`src/rtl/fetch_stage.sv`:
```
// rtl/fetch_stage.sv - RISC-V instruction fetch: PC register, imem address, IF/ID pipeline register.
// Optional FETCH_MISALIGN_CHECK_EN: word-aligns redirect targets and flags them via misalign_d.
module fetch_stage #(
    parameter logic [31:0] RESET_PC  = 32'h0000_0000,
    parameter logic [31:0] NOP_INSTR = 32'h0000_0013
) (
    input  logic        clk,
    input  logic        rst,
    input  logic        pc_src_e,
    input  logic [31:0] pc_target_e,
    input  logic        stall_f,
    input  logic        stall_d,
    input  logic        flush_d,
    output logic [31:0] imem_addr,
    input  logic [31:0] imem_rdata,
    output logic [31:0] instr_d,
    output logic [31:0] pc_d,
    output logic [31:0] pc_plus4_d,
    output logic        valid_d
`ifdef FETCH_MISALIGN_CHECK_EN
    ,
    output logic        misalign_d
`endif
);

    logic [31:0] pc_f;
    logic [31:0] pc_plus4_f;
    logic [31:0] redirect_pc;

    // Sequential increment wraps modulo 2^32 with no overflow indication.
    assign pc_plus4_f = pc_f + 32'd4;
    assign imem_addr  = pc_f;

`ifdef FETCH_MISALIGN_CHECK_EN
    logic misalign_f;
    logic target_misaligned;

    assign target_misaligned = |pc_target_e[1:0];
    assign redirect_pc       = {pc_target_e[31:2], 2'b00};

    // Flag travels with the PC it describes: set on a misaligned redirect,
    // cleared by the next sequential advance, held while fetch is stalled.
    always_ff @(posedge clk) begin
        if (rst) begin
            misalign_f <= 1'b0;
        end else if (pc_src_e) begin
            misalign_f <= target_misaligned;
        end else if (!stall_f) begin
            misalign_f <= 1'b0;
        end
    end
`else
    assign redirect_pc = pc_target_e;
`endif

    // Redirect outranks stall_f so a taken branch is never dropped.
    always_ff @(posedge clk) begin
        if (rst) begin
            pc_f <= RESET_PC;
        end else if (pc_src_e) begin
            pc_f <= redirect_pc;
        end else if (!stall_f) begin
            pc_f <= pc_plus4_f;
        end
    end

    // Flush outranks stall_d; a bubble carries zeroed PC fields.
    always_ff @(posedge clk) begin
        if (rst || flush_d) begin
            instr_d    <= NOP_INSTR;
            pc_d       <= 32'd0;
            pc_plus4_d <= 32'd0;
            valid_d    <= 1'b0;
        end else if (!stall_d) begin
            instr_d    <= imem_rdata;
            pc_d       <= pc_f;
            pc_plus4_d <= pc_plus4_f;
            valid_d    <= 1'b1;
        end
    end

`ifdef FETCH_MISALIGN_CHECK_EN
    always_ff @(posedge clk) begin
        if (rst || flush_d) begin
            misalign_d <= 1'b0;
        end else if (!stall_d) begin
            misalign_d <= misalign_f;
        end
    end
`endif

endmodule

```
`config.mk`:
```
export PLATFORM = sky130hd
export DESIGN_NAME = fetch_stage
export DESIGN_NICKNAME = d
export VERILOG_FILES = /design/src/rtl/fetch_stage.sv
export SDC_FILE = /design/constraint.sdc
export NUM_CORES = 1
export LEC_CHECK = 0
export ABC_AREA = 1
export CORE_MARGIN = 1
export CORE_UTILIZATION = 45
export DETAILED_ROUTE_END_ITERATION = 6
export GPL_ROUTABILITY_DRIVEN = 0
export GPL_TIMING_DRIVEN = 0
export PLACE_DENSITY_LB_ADDON = 0.2
export SYNTH_ARGS = -nofsm -noshare
export SYNTH_HDL_FRONTEND = slang
export SYNTH_SLANG_ARGS = --single-unit
```
`constraint.sdc`:
```
create_clock -name clk -period 2 [get_ports clk]
set_input_delay 0.6 -clock clk [delete_from_list [all_inputs] [get_ports clk]]
set_output_delay 0.6 -clock clk [all_outputs]
set_load 0.05 [all_outputs]
```
==> results of run 1 <==
[through the flow]
step | cell area [µm²] | hold slack [ns]
after global routing | 8080 | 0.472
after floorplan | 5540 | 0.451
after CTS | 8130 | 0.450
final | 8080 | 0.450
after detailed placement | 7690 | 0.446
after global placement | 7690 | 0.443
[cell families after synthesis]
group / after synthesis / synth area share, %
DFF: 127 / 45.9
buffers and inverters: 133 / 9.35
AOI/OAI and AO/OA: 175 / 16.3
xor gates and xnor gates: 15 / 2.64
adders and majority gates: 1 / 0.226
and+or+nand+nor: 349 / 25.6
[routing by layer]
layer  share of wire [%]  up-vias
li1                    -     2949
met1                  44     2690
met2                  46      251
met3                 7.4       28
met4                 1.9        0
met5                   0        -
[placed cells by master, fill, tap and decap left out, types with 7 or more instances in the layout]
cell type,n
nand3_1,20
a21oi_1,81
nor2_1,93
clkdlybuf4s15_2,12
nand2_1,217
clkdlybuf4s50_1,68
a31oi_1,7
clkbuf_16,17
dfxtp_1,127
xor2_1,12
clkbuf_1,27
o21ai_1,9
dlygate4sd2_1,99
o21ai_0,72
inv_1,85
clkbuf_2,21
[area by class of cell]
type / instances / area [µm²]
fillers: 1065 / 3930
flip-flops and latches: 127 / 2540
multi-input cells: 540 / 2480
repair buffers: 197 / 1800
clock buffers: 25 / 515
inverters: 88 / 330
plain buffers: 45 / 199
well taps: 147 / 184
clock inverters: 5 / 30.0
[Yosys cell counts]
master	instances	area, µm²
buf_1	5	18.8
xor2_1	12	105
nand2_1	217	815
clkinv_1	2	7.51
buf_2	3	15.0
nand2_4	1	11.3
nor2_1	93	349
o21ai_0	72	360
and2_1	2	12.5
o211ai_1	1	7.51
a21oi_2	2	17.5
nand3_1	20	100
inv_2	1	3.75
nor2_4	6	67.6
dfxtp_1	127	2540
a21oi_1	81	405
nor2_2	5	31.3
inv_1	85	319
xnor2_1	1	8.76
clkbuf_1	33	124
a31oi_1	7	43.8
xor2_2	2	32.5
o21ai_1	9	45.0
ha_1	1	12.5
nand2_2	5	31.3
a21o_1	3	22.5
buf_4	4	30.0
[flip-flops by register name (all words and copies together), names as in the netlist]
register    count
imem_addr      32
instr_d        32
pc_d           32
pc_plus4_d     30
valid_d         1
[power breakdown]
part	internal (mW)	total, mW	switching (mW)
sequential	2.64	2.73	0.0904
combinational	0.341	1.07	0.730
clock	1.76	2.83	1.07
[worst min path at each step]
stage             endpoint  slack (ns)  cells after the start
2_1_floorplan      pc_d[0]        0.45                      2
3_3_place_gp   instr_d[18]        0.44                      2
3_5_place_dp   instr_d[18]        0.45                      2
4_1_cts        instr_d[18]        0.45                      2
5_1_grt        instr_d[22]        0.47                      2
6_report       instr_d[18]        0.45                      2
==> flow_metrics.py, run 1 <==
metrics = {
    "detailed_routing": {
        "viasPerCell": 5.04,
        "wl_per_cell_um": 15.0,
        "route.detailed.drc": 0,
        "antenna_left": 0,
        "dr.pass1.iters": 5,
        "drt_iter0_markers": 438,
        "num_vias": 5918,
        "detail_route.wirelength_mm": 17.6,
    },
    "hold_path": {
        "hold_class": "reg2reg",
        "hold_start": "instr_d[18]",
    },
    "critical_path": {
        "worst-setup-path-type": "reg2out",
        "r2r_start": "imem_addr[2]",
        "critPathSlowestCell": "dlygate4sd2_1",
        "reg2reg_depth": 10,
        "critPathCaptureType": "output pin",
        "endpoint": "imem_addr[27]",
        "cp.depth": 1,
        "critical-path-max-stage-delay_ns": 0.56,
        "crit_family": "buffers and inverters",
        "path_cells": "dlygate4sd2_1",
        "critPathLaunchType": "register",
        "cp_num_buf_inv": 1,
        "rrSetupSlack_ns": 0.16,
        "crit_required_ns": 1.40,
        "rr_endpoint": "imem_addr[20]",
        "critPathLaunch": "imem_addr[27]",
        "arrival_ns": 1.37,
        "cp_max_fo": 5,
    },
    "placement": {
        "place_ws_ns": -0.508,
        "portBuffers": 197,
        "placed_cells": 1144,
        "hpwl_mm": 12.9,
    },
    "sta": {
        "rsz0062_at_grt": "no",
        "finalClockSkew_ns": 0.00444,
        "setup_violations": 0,
        "max_clock_freq_ghz": 0.507,
        "fin_crit_ns": 1.97,
        "relSlewSlack_pct": 58.9,
        "drv_slew": 0,
        "setup_ws_ns": 0.0271,
        "tns_ns": 0,
        "hold_viol_final": 0,
        "period_share_pct": 98.6,
        "tightest_slew_ns": 0.617,
    },
    "floorplan": {
        "row_count": 40,
        "dieArea_um2": 12800,
        "io_pins": 199,
        "chipWidth_um": 113,
        "start_util_pct": 46.1,
        "die_height_um": 113,
        "core_um2": 12000,
    },
    "logic_synthesis": {
        "synth_seq_cells": 127,
        "avgSynthCellArea_um2": 6.92,
        "yosysSeqAreaShare_pct": 45.9,
        "synth.distinct_cells": 27,
        "synth_nets": 871,
        "syn_area_um2": 5540,
        "synth_cells": 800,
        "yosysWarningCount": 0,
    },
    "clock_network": {
        "clkSinkCount": 127,
        "tritoncts": "built",
        "h-tree-depth": 4,
        "postCtsResizedCells": 169,
        "cts_root_buffer": "clkbuf_16",
        "clk_pin_slew_worst_paths_ns": 0.05,
        "clock_latency_ns": 0.42,
        "hold_buffers": 0,
        "post-cts-setup-buffer-count": 0,
        "cts_made_buffers": 17,
        "clockBufferDepth": 2,
    },
    "grt": {
        "grtUsageMet1_pct": 38.0,
        "grt_pass1_vias": 5380,
        "grt_pass1_wl_mm": 27.9,
        "top_usage_layer": "met2",
        "grt_antenna_before_repair": 0,
        "grt_max_degree": 17,
        "grt_use_met3_pct": 6.21,
        "grt_overflow_total": 0,
        "met2_usage_pct": 45.3,
        "track_usage_pct": 28.6,
    },
    "cells_and_area": {
        "stdcell_count": 1174,
        "drive_above_1_share_pct": 8.76,
        "final_nets": 1087,
        "diodes": 0,
        "fin_util_pct": 67.3,
        "synthToLayoutAreaGrowth_pct": 45.9,
    },
    "run_status": {
        "status": "finished clean",
    },
    "flow_run": {
        "max_cap_violations": 0,
    },
    "power": {
        "pwr_density_cell_nw_per_um2": 820,
        "ir_drop_mv": 0.471,
        "power_mw": 6.63,
        "power_leakage_nw": 3.83,
    },
}
Note: power is estimated with default switching activity, not from simulation.
==> run 2, diff against run 1 <==
CTS_CLUSTER_SIZE = 12   (was unset)
==> results of run 2 <==
The final DEF is identical to that of run 1; final timing and power are the same.
==> run 3, diff against run 2 <==
SKIP_LAST_GASP = 1   (was unset)
==> run 3 against run 2 <==
Compared with the run above: combinational power about the same; worst setup slack gained 0.00066 ns; first-iteration DRC count is the same; total power is essentially flat; via count grew 0.35%; register-to-register slack hardly changed; clock skew about the same; flip-flop and latch count stayed put; critical path depth did not move; largest power group unchanged; highest routed layer unchanged.
==> flow_metrics.py, run 3 (same netlist as run 1, synthesis figures left out) <==
metrics = {
    "run_status": {
        "status": "finished clean",
    },
    "placement": {
        "placed_cells": 1144,
        "placed_area_um2": 7690,
        "portBuffers": 197,
        "hpwl_mm": 12.9,
    },
    "detailed_routing": {
        "drt_iter0_markers": 438,
        "route.detailed.drc": 0,
        "dr.pass1.iters": 5,
        "antenna_left": 0,
        "wl_per_cell_um": 15.0,
        "num_vias": 5939,
        "detail_route.wirelength_mm": 17.6,
        "viasPerCell": 5.06,
    },
    "cells_and_area": {
        "fin_util_pct": 67.3,
        "synthToLayoutAreaGrowth_pct": 45.8,
        "final_nets": 1087,
        "stdcell_count": 1174,
        "nFillCells": 1066,
        "drive_above_1_share_pct": 8.86,
        "final-seq-area_um2": 2540,
        "multi_input_area_um2": 2480,
        "diodes": 0,
        "layout_commonest_cell": "nand2_1",
        "postLayoutCellArea_um2": 8080,
        "layout_common_cells": "217 x nand2_1, 127 x dfxtp_1, 99 x dlygate4sd2_1, 93 x nor2_1, 85 x inv_1",
    },
    "grt": {
        "grt_overflow_total": 0,
        "grt_max_degree": 17,
        "grt_pass1_vias": 5380,
        "grt_pass1_wl_mm": 27.9,
        "track_usage_pct": 28.6,
        "grt_antenna_before_repair": 0,
    },
    "floorplan": {
        "row_count": 40,
        "chipWidth_um": 113,
        "io_pins": 199,
        "start_util_pct": 46.1,
        "dieArea_um2": 12800,
        "die_height_um": 113,
        "core_um2": 12000,
    },
    "critical_path": {
        "arrival_ns": 1.37,
        "critPathCaptureType": "output pin",
        "cp_max_fo": 5,
        "cp_num_buf_inv": 1,
        "rrSetupSlack_ns": 0.16,
        "critPathSlowestCell": "dlygate4sd2_1",
        "worst-setup-path-type": "reg2out",
        "critPathLaunchType": "register",
        "crit_required_ns": 1.40,
        "path_cells": "dlygate4sd2_1",
        "crit_family": "buffers and inverters",
        "critical-path-max-stage-delay_ns": 0.56,
    },
    "sta": {
        "tns_ns": 0,
        "tightest_slew_ns": 0.618,
        "drv_slew": 0,
        "fin_crit_ns": 1.97,
        "relSlewSlack_pct": 58.8,
        "rsz0062_at_grt": "no",
        "period_share_pct": 98.6,
        "max_clock_freq_ghz": 0.507,
        "finalClockSkew_ns": 0.00439,
        "hold_viol_final": 0,
        "setup_violations": 0,
    },
    "clock_network": {
        "clk_pin_slew_worst_paths_ns": 0.05,
        "clockBufferDepth": 2,
        "cts_root_buffer": "clkbuf_16",
        "h-tree-depth": 4,
        "clock_latency_ns": 0.42,
        "hold_buffers": 0,
        "post-cts-setup-buffer-count": 0,
        "tritoncts": "built",
        "cts_made_buffers": 17,
        "clkSinkCount": 127,
    },
    "power": {
        "power_leakage_nw": 3.83,
        "power_mw": 6.63,
        "ir_drop_mv": 0.471,
        "pwr_density_cell_nw_per_um2": 821,
    },
    "hold_path": {
        "hold_class": "reg2reg",
    },
    "flow_run": {
        "max_cap_violations": 0,
    },
}
-- run 3: changes by cell type in the layout (fill, tap and decap cells not counted), sizes merged --
cell | before | now
clkbuf | 71 | 72
clkdlybuf4s15 | 18 | 17
-- run 3: tightest hold or removal path: cells and delay by family, from the launching register on --
family / cells / cell delay, ns
AO/OA/AOI/OAI: 1 / 0.05
flip-flops: 1 / 0.30
AND/OR/NAND/NOR: 1 / 0.05
-- run 3: repair_timing --
item | CTS | global route
gates resized for setup | 166 | 32
gates cloned | 0 | 0
endpoints found under the setup margin | 159 | 74
-- run 3: power by group --
part | internal [mW] | switching (mW)
logic | 0.341 | 0.730
registers | 2.64 | 0.0906
clock network | 1.76 | 1.08
total | 4.74 | 1.90
-- run 3: final timing paths --
check             cells past startpoint             to          start
setup / recovery                      1  imem_addr[27]  imem_addr[27]
hold / removal                        2    instr_d[18]    instr_d[18]
setup reg to reg                     10  imem_addr[20]   imem_addr[2]
hold reg to reg                       2    instr_d[18]    instr_d[18]
-- run 3: per-stage QoR --
stage | hold WS [ns] | setup WS [ns]
floorplan | 0.451 | 0.0633
global route | 0.472 | 0.0000495
detailed placement | 0.446 | -0.508
finish | 0.450 | 0.0278
global placement | 0.443 | -0.501
CTS | 0.450 | -0.0728
-- run 3: routing by layer --
| layer | up-vias | part of all wire, % | routed length, µm | GRT usage (%) |
|---|---|---|---|---|
| li1 | 2951 | - | - | - |
| met1 | 2703 | 44 | 7830 | 38.0 |
| met2 | 257 | 46 | 8140 | 45.3 |
| met3 | 28 | 7.4 | 1310 | 6.21 |
| met4 | 0 | 1.9 | 337 | 12.0 |
| met5 | - | 0 | 0 | 0 |
-- run 3: layout make-up --
| class | instances | share of cell area [%] |
|---|---|---|
| Sequential cell | 127 | 31.5 |
| Tap cell | 147 | 2.28 |
| Clock inverter | 5 | 0.372 |
| Clock buffer | 25 | 6.38 |
| Inverter | 88 | 4.09 |
| Multi-Input combinational cell | 540 | 30.7 |
| Buffer | 45 | 2.48 |
| Timing Repair Buffer | 197 | 22.2 |
